`src/rtl/clint_timer_ipi.sv`:
```
// clint_timer_ipi: per-hart timer and software interrupt generator with an RTC-driven 64-bit mtime
// and a single-cycle req/gnt/rvalid register port.
module clint_timer_ipi #(
   parameter int NrHarts   = 1,
   parameter int AddrWidth = 16
) (
   input  logic                 clk_i,
   input  logic                 rst_i,
   input  logic                 rtc_i,
   input  logic                 req_i,
   input  logic                 we_i,
   input  logic [AddrWidth-1:0] addr_i,
   input  logic [63:0]          wdata_i,
   input  logic [7:0]           be_i,
   output logic                 gnt_o,
   output logic                 rvalid_o,
   output logic [63:0]          rdata_o,
   output logic                 err_o,
   output logic [NrHarts-1:0]   timer_irq_o,
   output logic [NrHarts-1:0]   ipi_o
);
   logic s1, s2, prev, tick;
   logic [63:0] mtime, mtime_n, bm, rd;
   logic [63:0] cmp [NrHarts];
   logic [63:0] cmp_n [NrHarts];
   logic [NrHarts-1:0] msip, msip_n, irq_n;
   logic [31:0] wa, ci, lo;
   logic is_mtime, is_cmp, is_msip, err_c, wr;
   assign gnt_o = req_i;
   assign tick = s2 & ~prev;
   assign wa = 32'({addr_i[AddrWidth-1:3], 3'b000});
   assign is_mtime = wa == 32'hBFF8;
   assign is_cmp = wa >= 32'h4000 && wa < 32'hBFF8;
   assign is_msip = wa < 32'h4000;
   assign ci = (wa - 32'h4000) >> 3;
   // msip word k covers harts 2k and 2k+1, so the lower hart index is the byte address / 4
   assign lo = wa >> 2;
   assign err_c = req_i & ~(is_mtime | (is_cmp & (ci < 32'(NrHarts))) | (is_msip & (lo < 32'(NrHarts))));
   assign wr = req_i & we_i & ~err_c;
   always_comb begin
      for (int i = 0; i < 8; i++) bm[8*i +: 8] = {8{be_i[i]}};
      mtime_n = tick ? mtime + 64'd1 : mtime;
      cmp_n = cmp;
      msip_n = msip;
      rd = '0;
      if (is_mtime) begin
         rd = mtime;
         if (wr) mtime_n = (mtime & ~bm) | (wdata_i & bm);
      end
      for (int h = 0; h < NrHarts; h++) begin
         if (is_cmp && ci == 32'(h)) begin
            rd = cmp[h];
            if (wr) cmp_n[h] = (cmp[h] & ~bm) | (wdata_i & bm);
         end
         if (is_msip && lo == 32'(h)) begin
            rd[0] = msip[h];
            if (wr && be_i[0]) msip_n[h] = wdata_i[0];
         end
         if (is_msip && lo + 32'd1 == 32'(h)) begin
            rd[32] = msip[h];
            if (wr && be_i[4]) msip_n[h] = wdata_i[32];
         end
         irq_n[h] = mtime_n >= cmp_n[h];
      end
   end
   always_ff @(posedge clk_i or posedge rst_i) begin
      if (rst_i) begin
         s1 <= 1'b0;
         s2 <= 1'b0;
         prev <= 1'b0;
         mtime <= '0;
         cmp <= '{default: '1};
         msip <= '0;
         rvalid_o <= 1'b0;
         rdata_o <= '0;
         err_o <= 1'b0;
         timer_irq_o <= '0;
         ipi_o <= '0;
      end else begin
         s1 <= rtc_i;
         s2 <= s1;
         prev <= s2;
         mtime <= mtime_n;
         cmp <= cmp_n;
         msip <= msip_n;
         rvalid_o <= req_i;
         err_o <= err_c;
         if (req_i) rdata_o <= (we_i | err_c) ? '0 : rd;
         timer_irq_o <= irq_n;
         ipi_o <= msip_n;
      end
   end
endmodule

```
`config.mk`:
```
export PLATFORM = sky130hd
export DESIGN_NAME = clint_timer_ipi
export DESIGN_NICKNAME = d
export VERILOG_FILES = /design/src/rtl/clint_timer_ipi.sv
export SDC_FILE = /design/constraint.sdc
export NUM_CORES = 1
export LEC_CHECK = 0
export BUFFER_PORTS_ARGS = -buffer_cell sky130_fd_sc_hd__buf_4
export CAP_MARGIN = 15
export CORE_MARGIN = 10
export CORE_UTILIZATION = 59
export CTS_BUF_LIST = sky130_fd_sc_hd__clkbuf_8
export DETAILED_ROUTE_END_ITERATION = 12
export PLACE_DENSITY = 0.82
export SYNTH_ARGS = -nofsm -noshare
export SYNTH_HDL_FRONTEND = slang
export SYNTH_SLANG_ARGS = --single-unit
```
`constraint.sdc`:
```
create_clock -name clk_i -period 8.15 [get_ports clk_i]
set_input_delay 1.63 -clock clk_i [delete_from_list [all_inputs] [get_ports clk_i]]
set_output_delay 1.63 -clock clk_i [all_outputs]
set_load 0.03 [all_outputs]
```
==> impl_metrics.json <==
{
  "run_status": "finished clean",
  "yosys.cell_count.top_type": "dfrtp_1",
  "maxSlewViolCount": 0,
  "path_clk_slew_ns": 0.11,
  "synth-seq-area-share_pct": 43.7,
  "synth_cell_types": 60,
  "grt_start_max_net_pins": 143,
  "synth_seq_cells": 199,
  "cts_max_level": 4,
  "fin_crit_sh_pct": 73.5,
  "die_h_um": 160,
  "p_sw_mw": 0.519,
  "p_seq_share_pct": 55.6,
  "cts-hold-fix-buffers": 0,
  "fin_nets": 1456,
  "netlist.top_cell.by_area": "dfrtp_1",
  "cp-end-kind": "flop",
  "p_clk_share_pct": 34.3,
  "synth_nets": 1326,
  "cts_root_buf": "clkbuf_8",
  "drive_above_1_share_pct": 27.6,
  "finalSetupViolCount": 0,
  "clk_path_buf_depth": 2,
  "wl_per_cell_um": 20.1,
  "ys.warnings.count": 0,
  "synth_fa_ha_area_share_pct": 7.56,
  "row_count": 51,
  "period_needed_ns": 5.99,
  "grt_setup_unrepaired": "no",
  "crit_path_cell_trace": "buf_4, nand4_1, nor4_4, buf_4, nand3_1, nor2_1, nor2_1, o221a_2, ha_1, a21oi_1, o21ai_0, a221oi_1, o21ai_0, a31o_2, a21oi_1, o211ai_1",
  "antenna_left": 0,
  "synth_area_leaders": "dfrtp_1 (29%), dfstp_2 (15%), ha_1 (7.6%)",
  "hpwl_mm": 22.3,
  "grt_usage_pct": 24.1,
  "p_comb_share_pct": 10.1,
  "cts_tree": "built",
  "die-area_um2": 25600,
  "p_per_area_nw_per_um2": 140,
  "cp.arrival_ns": 6.36,
  "postCtsSetupRepairBufs": 0,
  "holdWs_ns": 0.360,
  "synthFlopType": "dfrtp_1",
  "setup-tns-final_ns": 0,
  "slowest_stage": "buf_4",
  "crit_type": "in -> reg",
  "drt_iter0_markers": 747,
  "p_sw_share_pct": 27.9,
  "hold_path.class": "reg -> reg",
  "cts.sinks": 199,
  "wl_mm": 31.6,
  "io_pins": 162,
  "drcViolationCount": 0,
  "start_util_pct": 59.7,
  "insertion_delay_ns": 0.49,
  "grt_remaining_overflow": 0,
  "cp-start-kind": "input pin",
  "hold_depth": 0,
  "diodes": 0,
  "fin_worst_skew_ns": 0.0212,
  "firstDrtPassIters": 6,
  "cp_max_fo": 68,
  "fmax_mhz": 167,
  "rr_worst_depth": 16,
  "ir_drop_mv": 0.113,
  "area_growth_syn_to_layout_pct": 15.0,
  "vias": 9907,
  "synthesis.area_um2": 11600,
  "totalPowerFinal_mw": 1.86,
  "synth_top_family_by_area": "compound AO/OA/AOI/OAI gates",
  "cts_resized": 0,
  "synth_xor_xnor_area_share_pct": 0,
  "synth-compound-area-share_pct": 17.7,
  "power.leakage_nw": 5.97,
  "viasPerCell": 6.31,
  "max_slew_margin_pct": 32.9,
  "synthCells": 1163,
  "synth.avg_cell_area_um2": 9.96,
  "coreArea_um2": 19400,
  "synth_top_area_share_pct": 29.2,
  "cts_buffers": 17,
  "synth_mux_area_share_pct": 11.9,
  "synth-simple-area-share_pct": 14.5,
  "grt_pass1_vias": 9942,
  "antenna_found_initial": 0,
  "synthArstFlopShare_pct": 100,
  "grt_first_pass_wirelength_mm": 51.2,
  "synth_common_cells": "dfrtp_1 (135), nor2_1 (93), inv_1 (77), o22ai_1 (75), ha_1 (70)",
  "required_ns": 8.51,
  "maxCapViolations": 0,
  "synth_edf_count": 0,
  "tightest_slew_ns": 1.01,
  "gp_congestion": 0.905,
  "p_int_mw": 1.35,
  "die_w_um": 160,
  "portBuffers": 158,
  "cp_slowest_stage_delay_ns": 0.73,
  "hold_viol": 0
}
-- final cells by class --
type	instances	area, um2
sequential	199	5060
clock buffer	18	248
clock inverter	14	139
fill	1522	6080
timing repair buffer	167	1250
inverter	77	297
tap	265	332
multi-input combinational	831	5990
-- registers in the layout, summed over array words and instances (netlist names) --
signal	cells
prev	1
rdata_o	64
rvalid_o	1
s2	1
timer_irq_o	1
msip	1
mtime	64
cmp	64
s1	1
err_o	1
-- metal layers --
metal | GRT usage [%] | routed length [um] | vias to the layer above
li1 | - | - | 4636
met1 | 30.1 | 13300 | 4793
met2 | 39.9 | 15000 | 398
met3 | 5.32 | 2330 | 80
met4 | 9.27 | 935 | 0
met5 | 0 | 0 | -
-- layout by cell type, fill, tap and decap left out, drive strengths merged, types with 9 or more instances in the layout --
cell type and count:
a22oi 63, clkbuf 18, inv 85, nand4 36, a211oi 23, o211ai 13, nand3 41, buf 167
ha 70, mux2 65, and2 9, a21oi 57, and3 22, o22ai 75, nor3 23, nor2 94
dfrtp 135, o21ai 33, nor4 11, dfstp 64, o221a 10, mux2i 65, nand2 68
-- metrics by stage --
step	worst slack (ns)	instance area, um2	utilization [%]	cells
after floorplan	1.20	11600	-	1163
after global placement	1.83	12900	66.7	1539
after global routing	1.82	13300	68.6	1571
after detailed placement	1.76	12900	66.7	1539
after CTS	2.25	13300	68.6	1571
final	2.16	13300	68.6	1571
-- worst max-delay path, delay by kind of cell --
family                     cells  cell delay, ns
and+or+nand+nor                5            2.00
AOI/OAI and AO/OA              8            1.57
buffers and inverters          2            0.81
adders and majority gates      1            0.33
-- power by group through the flow --
stage	combinational, mW	clock [mW]	sequential, mW
final	0.189	0.640	1.04
after global routing	0.211	0.687	1.04
after CTS	0.188	0.647	1.03
after detailed placement	0.185	0	1.05
after global placement	0.180	0	1.05
after floorplan	0.106	0	1.04
-- cells by family (layout without fill, tap and decap cells) --
group / count (synthesis) / in the layout
fa+ha+maj: 70 / 70
mux: 130 / 130
compound gates: 307 / 307
flops: 199 / 199
buf+inv: 133 / 276
simple gates: 324 / 324
-- final timing paths --
check / from / slack, ns / end
worst min-delay path: s1$_DFF_PP0_ / 0.36 / s2$_DFF_PP0_
worst max-delay path: addr_i[6] / 2.16 / timer_irq_o$_DFF_PP0_
worst max register to register: mtime[0]$_DFF_PP0_ / 3.63 / timer_irq_o$_DFF_PP0_
worst min register to register: s1$_DFF_PP0_ / 0.36 / s2$_DFF_PP0_
min in group asynchronous: rst_i / 1.33 / rdata_o[31]$_DFFE_PP0P_
max in group asynchronous: rst_i / 5.51 / msip$_DFFE_PP0P_
Power figures use the tool's default switching activity.
